==> src/rtl/alu_pkg.sv <==
// Shared opcode constants, opcode type and FSM state type for the serial ALU controller.
// ALU_SERIAL_CTRL_ARITH_EN adds ADD/SUB to the supported opcode set.
package alu_pkg;

  typedef logic [3:0] op_t;

  localparam op_t OP_AND  = 4'b0000;
  localparam op_t OP_OR   = 4'b0001;
  localparam op_t OP_NOTA = 4'b0010;
  localparam op_t OP_NAND = 4'b0011;
  localparam op_t OP_NOR  = 4'b0100;
  localparam op_t OP_XOR  = 4'b0101;
  localparam op_t OP_XNOR = 4'b0110;
  localparam op_t OP_ADD  = 4'b0111;
  localparam op_t OP_SUB  = 4'b1000;

  typedef enum logic [1:0] {
    ST_IDLE,
    ST_RUN,
    ST_RESP
  } state_t;

  function automatic logic op_supported(input op_t op);
`ifdef ALU_SERIAL_CTRL_ARITH_EN
    return (op <= OP_SUB);
`else
    return (op <= OP_XNOR);
`endif
  endfunction

endpackage

==> src/rtl/alu_serial_ctrl.sv <==
// Bit-serial W-bit ALU sequencer driving an external 1-bit ALU, LSB first.
// ALU_SERIAL_CTRL_ARITH_EN enables ADD/SUB with carry/borrow chaining; otherwise rsp_carry is 0.
//
// state   | meaning
// IDLE    | waiting for a request, req_ready=1
// RUN     | one operand bit per cycle through the external ALU
// RESP    | response held until rsp_ready
module alu_serial_ctrl
  import alu_pkg::*;
#(
  parameter int W = 8
) (
  input  logic         clk,
  input  logic         rst_n,
  input  logic         req_valid,
  output logic         req_ready,
  input  logic [3:0]   req_op,
  input  logic [W-1:0] req_a,
  input  logic [W-1:0] req_b,
  output logic         alu_a,
  output logic         alu_b,
  output logic [3:0]   alu_ctrl,
  input  logic [1:0]   alu_y,
  output logic         rsp_valid,
  input  logic         rsp_ready,
  output logic [W-1:0] rsp_result,
  output logic         rsp_carry,
  output logic         rsp_err
);

  localparam int CW = $clog2(W);

  state_t         state;
  op_t            op_q;
  logic [W-1:0]   a_q, b_q, res_q;
  logic [CW-1:0]  cnt;
  logic           bit_out;
  logic [W-1:0]   res_next;

  assign req_ready = (state == ST_IDLE);
  assign alu_a     = (state == ST_RUN) & a_q[0];
  assign alu_b     = (state == ST_RUN) & b_q[0];
  assign alu_ctrl  = (state == ST_RUN) ? op_q : 4'b0000;

`ifdef ALU_SERIAL_CTRL_ARITH_EN
  logic cy_q, cy_next;

  always_comb begin
    bit_out = alu_y[0];
    cy_next = 1'b0;
    if (op_q == OP_ADD) begin
      bit_out = alu_y[0] ^ cy_q;
      cy_next = alu_y[1] | (alu_y[0] & cy_q);
    end else if (op_q == OP_SUB) begin
      bit_out = alu_y[0] ^ cy_q;
      cy_next = alu_y[1] | (~alu_y[0] & cy_q);
    end
  end
`else
  // The external ALU's carry bit has no consumer when only bitwise ops exist.
  logic unused_alu_y1;
  assign unused_alu_y1 = alu_y[1];
  assign bit_out       = alu_y[0];
  assign rsp_carry     = 1'b0;
`endif

  assign res_next = {bit_out, res_q[W-1:1]};

  always_ff @(posedge clk or negedge rst_n) begin
    if (!rst_n) begin
      state      <= ST_IDLE;
      op_q       <= OP_AND;
      a_q        <= '0;
      b_q        <= '0;
      res_q      <= '0;
      cnt        <= '0;
      rsp_valid  <= 1'b0;
      rsp_result <= '0;
      rsp_err    <= 1'b0;
`ifdef ALU_SERIAL_CTRL_ARITH_EN
      cy_q       <= 1'b0;
      rsp_carry  <= 1'b0;
`endif
    end else begin
      case (state)
        ST_IDLE: begin
          if (req_valid) begin
            if (op_supported(req_op)) begin
              op_q  <= req_op;
              a_q   <= req_a;
              b_q   <= req_b;
              cnt   <= CW'(W - 1);
`ifdef ALU_SERIAL_CTRL_ARITH_EN
              cy_q  <= 1'b0;
`endif
              state <= ST_RUN;
            end else begin
              rsp_valid  <= 1'b1;
              rsp_err    <= 1'b1;
              rsp_result <= '0;
`ifdef ALU_SERIAL_CTRL_ARITH_EN
              rsp_carry  <= 1'b0;
`endif
              state      <= ST_RESP;
            end
          end
        end
        ST_RUN: begin
          a_q   <= a_q >> 1;
          b_q   <= b_q >> 1;
          res_q <= res_next;
`ifdef ALU_SERIAL_CTRL_ARITH_EN
          cy_q  <= cy_next;
`endif
          if (cnt == '0) begin
            rsp_valid  <= 1'b1;
            rsp_err    <= 1'b0;
            rsp_result <= res_next;
`ifdef ALU_SERIAL_CTRL_ARITH_EN
            rsp_carry  <= cy_next;
`endif
            state      <= ST_RESP;
          end else begin
            cnt <= cnt - 1'b1;
          end
        end
        ST_RESP: begin
          if (rsp_ready) begin
            rsp_valid <= 1'b0;
            state     <= ST_IDLE;
          end
        end
        default: state <= ST_IDLE;
      endcase
    end
  end

endmodule

==> config.mk <==
export PLATFORM = sky130hd
export DESIGN_NAME = alu_serial_ctrl
export DESIGN_NICKNAME = d
export VERILOG_FILES = /design/src/rtl/alu_pkg.sv /design/src/rtl/alu_serial_ctrl.sv
export SDC_FILE = /design/constraint.sdc
export NUM_CORES = 1
export LEC_CHECK = 0
export CORE_MARGIN = 2
export CORE_UTILIZATION = 30
export CTS_CLUSTER_SIZE = 16
export DETAILED_ROUTE_END_ITERATION = 10
export SETUP_SLACK_MARGIN = 0.3
export SYNTH_ARGS = -nofsm -noshare
export SYNTH_HDL_FRONTEND = slang
export SYNTH_SLANG_ARGS = --single-unit
==> constraint.sdc <==
create_clock -name clk -period 1.65 [get_ports clk]
set_input_delay 0.4125 -clock clk [delete_from_list [all_inputs] [get_ports clk]]
set_output_delay 0.4125 -clock clk [all_outputs]
set_load 0.03 [all_outputs]
# Yosys cells after proc, flatten, opt, wreduce, memory -nomap -nowiden
# Index checks and enable logic that the tools add are counted.
[word_totals] ff_bits=43 inputBits=26 output_inout_bits=18 wordCells=58
[op_classes] addsub=1 n_lt_le_gt_ge=1 n_eq_ne=8 mux=27 bitwise_logic=2 n_reduce_logical=10
[op_table] operator="$mux 8" count=7
[op_table] operator="$pmux 8 s2" count=3
[op_table] operator="$mux 3" count=3
[op_table] operator="$reduce_and 3->1" count=3
[op_table] operator="$mux 2" count=4
[op_table] operator="$ne 2x2->1 const B" count=4
[op_table] operator="$reduce_and 4->1" count=2
[op_table] operator="$pmux 2 s3" count=1
[op_table] operator="$pmux 3 s2" count=1
[op_table] operator="$mux 1" count=5
[op_table] operator="$reduce_and 5->1" count=1
[op_table] operator="$le 4x3->1 const B" count=1
[op_table] operator="$mux 4" count=1
[op_table] operator="$ne 2x1->1 const B" count=2
[op_table] operator="$logic_not 3->1" count=1
[op_table] operator="$pmux 1 s3" count=1
[op_table] operator="$reduce_bool 3->1" count=1
[op_table] operator="$sub 3x1->3 const B" count=1
[op_table] operator="$and 1x1->1" count=2
[op_table] operator="$eq 2x1->1 const B" count=1
[op_table] operator="$eq 2x2->1 const B" count=1
[op_table] operator="$logic_not 2->1" count=1
[op_table] operator="$pmux 1 s2" count=1
[op_table] operator="$reduce_bool 2->1" count=1

# Depth between registers and ports, before layout
[depth] depth_word=4 ltp_mapped=6

# Worst setup path after synthesis
# No wires, ideal clock.
[synth_timing] kind="reg-to-output" from="register state[1]" to="output alu_a" arrival_time_ns=1.249 setup_slack_ns=-0.011 path_stages_with_launch=5 cell_sequence="dfrtp_1 > and2b_1 > clkbuf_1 > buf_2 > and2_1"
[synth_via] elab_chain_cells=2
[synth_lines] element="start, declared" line_no="alu_serial_ctrl.sv:33" rtl="state_t state;"
[synth_lines] element="start signal, assigned" line_no="alu_serial_ctrl.sv:71" rtl="state <= ST_IDLE;"
[synth_lines] element="start signal, assigned" line_no="alu_serial_ctrl.sv:96" rtl="state <= ST_RUN;"
[synth_lines] element="start signal, assigned" line_no="alu_serial_ctrl.sv:104" rtl="state <= ST_RESP;"
[synth_lines] element="$eq 2x1->1" line_no="alu_serial_ctrl.sv:41" rtl="assign alu_a = (state == ST_RUN) & a_q[0];"
[synth_lines] element="$and 1x1->1" line_no="alu_serial_ctrl.sv:41"
[synth_lines] element="end, declared" line_no="alu_serial_ctrl.sv:20" rtl="output logic alu_a,"
# Every way passes these cells.

# Worst setup path in the final report
[layout_timing] from="register state[1]" to="output alu_ctrl[2]"
[layout_via] elab_chain_cells=2
[layout_lines] element="$eq 2x1->1" line_no="alu_serial_ctrl.sv:43" rtl="assign alu_ctrl = (state == ST_RUN) ? op_q : 4'b0000;"
[layout_lines] element="$mux 4" line_no="alu_serial_ctrl.sv:43"
[layout_lines] element="end, declared" line_no="alu_serial_ctrl.sv:22" rtl="output logic [3:0] alu_ctrl,"
# Every way passes these cells.

==> flow_results.org <==
** Worst setup path
- Start point of the critical path :: state[1]$_DFFE_PN0P_
- The worst register-to-register path has a setup slack of 0 ns.
- Critical Path Sink Type :: output pin
- In this run the critical register-to-register path is launched from state[1]$_DFFE_PN0P_.
- Signal arrival time at the worst endpoint :: about 1.3 ns
- Critical path startpoint category :: flop
- Worst setup path class :: flop to output pin
- Worst setup path end :: alu_ctrl[2]
- For the worst setup path, the data required time is roughly 1.2 ns.
- In this run the critical register-to-register path is captured at op_q[0]$_DFFE_PN0P_.
- Maximum fanout count along the critical path :: 8
- The number of cells on the worst reg-to-reg path is 5.

** Die
- The region available for standard cell placement spans 0.00646 mm2.
- For this configuration, the core starts out at a cell density of approximately a third.
- The die covers roughly 0.0074 mm2.
- After floorplanning, the core was divided into 29 placement rows.
- Die Height :: about 86 um
- Pin placement for this block handled 44 I/O pins.
- Horiz. Die Dim :: about 86 um

** Power and ir drop
- Sum of internal, switching and leakage power :: 5.43 mW
- The analysis attributes to cell leakage a power of around 1.4 nW.
- Pwr Density :: around 1800 mW/mm2
- Max VDD drop :: roughly 0.7 mV

** Clock network
- Clock-pin slew on the worst setup and hold paths :: around 0.09 ns
- The longest clock path from root to sink contains 2 buffers.
- CTS placed an instance of sky130_fd_sc_hd__clkbuf_8 at the clock tree root.
- Clock sink total :: 42
- The clock reaches the later pin of the worst-skew pair after between 0.2 and 0.3 ns.
- H-tree levels :: 2
- Clock buffers created by TritonCTS :: 5
- TritonCTS built the clock tree.
- Post-CTS Hold Buffers :: 0

** Global route
- The via count of the first global-routing pass is between 1,500 and 2,000.
- Global routing consumed, over all layers together, approximately 14% of the routing resources.
- Entering global routing, the biggest net connects 31 pins.
- Initial antenna violation count :: 0
- Global-route wire length before repair :: just over 8000 um
- The total overflow left after global routing is 0.

** Yosys
- Post-synthesis mux area share :: under 10%
- Seq cells post-synth :: between 40 and 50
- By area, the combinational part of the netlist is dominated by simple AND/OR/NAND/NOR gates.
- Synthesized netlist net count :: roughly 230
- Adder and majority cell fraction of the synthesized area :: between 1 and 1.5%
- The synthesized netlist devotes between 15 and 20% of its cell area to compound gates.
- Of the total synthesized cell area, the portion taken by XOR and XNOR cells is 0%.
- Sequential-to-total area share from yosys stat :: ~52%
- For this run, the leading register cell type out of synthesis is sky130_fd_sc_hd__dfrtp_1.
- Synthesis produced approximately 200 cells.
- Yosys printed 0 warnings.
- The number of different library cells used by synthesis comes to 37.
- Number of synthesized flops with an enable pin :: 0
- Share of synthesized cell area in and, or, nand and nor gates :: ~19%
- Avg Inst Size Synth :: a little under 10 um2
- Summing every instance area after synthesis gives between 0.002 and 0.0025 mm2.
- Counting flops with an async set or reset pin after synthesis yields a share of 100%.

** Timing
- In the finished design, the share of the clock period the worst path needs comes to 102%.
- Slew Viols, Final :: 0
- The routed design could run at a clock period as short as 1.69 ns.
- Setup repair after global routing could not meet its margin everywhere.
- The final-report hold violation count is 0.
- Static timing analysis puts the maximum clock frequency at ~0.6 GHz.
- Setup violations remaining at the end of the flow were counted as 6.
- After routing, the total negative slack on setup checks comes to -0.190 ns.
- After layout, the worst setup slack is -0.0397 ns.
- On the final layout, the worst clock skew is ~0.0094 ns.

** Detailed routing
- Dividing the detail-routed via count by the number of cells gives a little under 5.
- DRC Markers :: 0
- Number of nets still failing antenna checks after routing :: 0
- For this block, the initial DRC count from the detailed router was 79.
- The routed layout has ~1,700 vias.
- For this block, the routed nets add up to slightly above 5000 um of wire.
- Wirelength per Cell :: ~15 um
- The first TritonRoute pass finished after 4 iterations.

** Min path
- In this run the worst hold path is classified as primary input to asynchronous set/reset pin.

** Place
- The congestion estimate from routability-driven global placement came to 0.767.
- HPWL Detailed :: 3160 um
- Count of input and output buffers :: roughly 40

** Run status
- Failing checks :: setup timing
- Outcome :: complete, but fails checks

** Flow run
- Max-cap violations in this run came to 0.

** Cells and area
- 0 antenna diodes ended up in the layout.
- After the last flow step, the layout net total stands at a little under 300.
- Relative to the synthesized area, the layout overhead comes to 50.0%.
- Fraction of layout instances using a drive strength above 1 :: 34.8%
[final cells by class]
class	instances	area (um2)
tap	77	96.3
fill	606	3410
inverter	13	48.8
timing repair buffer	71	699
multi-input combinational	136	1010
clock inverter	3	68.8
sequential	42	1050
clock buffer	5	68.8
[where the power goes]
group | leakage, nW | internal [mW] | total (mW) | switching (mW)
Combinational | 0.784 | 1.36 | 2.72 | 1.36
Sequential | 0.521 | 1.48 | 1.73 | 0.252
Clock | 0.0683 | 0.606 | 0.979 | 0.372
[synth_stat cells, types with 3 or more instances]
cell	instances	share of area (%)
sky130_fd_sc_hd__dfrtp_1	42	52
sky130_fd_sc_hd__nand2_1	23	4.2
sky130_fd_sc_hd__nor2_1	17	3.1
sky130_fd_sc_hd__o21ai_0	17	4.2
sky130_fd_sc_hd__nand3_1	15	3.7
sky130_fd_sc_hd__a31oi_1	14	4.3
sky130_fd_sc_hd__inv_1	13	2.4
sky130_fd_sc_hd__mux2i_1	7	3.4
sky130_fd_sc_hd__and2_1	6	1.8
sky130_fd_sc_hd__buf_2	6	1.5
sky130_fd_sc_hd__clkbuf_1	6	1.1
sky130_fd_sc_hd__mux2_4	4	3.0
sky130_fd_sc_hd__a21oi_1	3	0.74
sky130_fd_sc_hd__nand2b_1	3	0.92
sky130_fd_sc_hd__nor3_1	3	0.74
[what timing repair did]
item                       4_1_cts  5_1_grt
gates resized for setup        112        6
setup endpoints to repair       52       49
setup buffers                    7        3
pin swaps                       17       15
cloned                           3        0
[state kept, by name, summed over array words and instances, names as in the netlist]
| name | count |
|---|---|
| a_q | 8 |
| rsp_valid | 1 |
| cnt | 3 |
| b_q | 8 |
| rsp_err | 1 |
| res_q | 7 |
| state | 2 |
| op_q | 4 |
| rsp_result | 8 |
[routing by layer]
layer / global-route usage, % / up-vias / routed length, um
li1: - / 833 / -
met2: 22.1 / 66 / 2400
met1: 19.9 / 818 / 2310
met3: 3.14 / 5 / 293
met4: 3.69 / 0 / 36
met5: 0 / - / 0
[critical path, cell delays in order, from the launching register on]
cell and delay, ns:
sky130_fd_sc_hd__dfrtp_1 0.39, sky130_fd_sc_hd__and2b_4 0.31, sky130_fd_sc_hd__and2_4 0.16, sky130_fd_sc_hd__buf_6 0.12
[kinds of logic (layout without fill, tap and decap cells)]
logic type               count (synthesis)  in the layout
multiplexers                            11             11
other                                    1              1
buffers and inverters                   27             92
AND/OR/NAND/NOR                         77             77
adder cells (fa/ha/maj)                  2              2
AO/OA/AOI/OAI                           45             45
flip-flops                              42             42
[cell usage in the layout (no fill, tap or decap), drive strengths merged, types with 2 or more instances in the layout]
| cell | count |
|---|---|
| nor3b | 2 |
| a31oi | 14 |
| ha | 2 |
| mux2i | 7 |
| o21ai | 17 |
| inv | 13 |
| a21oi | 3 |
| bufinv | 2 |
| clkdlybuf4s50 | 19 |
| and3 | 2 |
| nor2 | 17 |
| dfrtp | 42 |
| mux2 | 4 |
| nor3 | 4 |
| nand2b | 3 |
| nand3 | 15 |
| dlygate4sd2 | 4 |
| buf | 47 |
| nand2 | 23 |
| clkbuf | 5 |
| a32o | 2 |
| and2 | 6 |
[metrics by stage]
stage / std cells / hold WS [ns] / setup WS, ns / utilization (%) / instance area [um2]
4_1_cts: 344 / 0.0199 / -0.0520 / 46.4 / 2990
5_1_grt: 347 / 0.0290 / -0.0981 / 47.2 / 3050
3_5_place_dp: 326 / 0.341 / -0.310 / 40.8 / 2640
2_1_floorplan: 205 / 0.117 / 0.155 / - / 2080
6_report: 347 / 0.0173 / -0.0397 / 47.2 / 3050
3_3_place_gp: 326 / 0.341 / -0.286 / 40.8 / 2640
[worst min-delay path by stage]
| stage | endpoint |
|---|---|
| after floorplan | a_q[0]$_DFFE_PN0P_ |
| after CTS | state[1]$_DFFE_PN0P_ |
| after global routing | state[0]$_DFFE_PN0P_ |
| after detailed placement | a_q[4]$_DFFE_PN0P_ |
| final | state[0]$_DFFE_PN0P_ |
| after global placement | a_q[3]$_DFFE_PN0P_ |
Note: power is estimated with default switching activity, not from simulation.
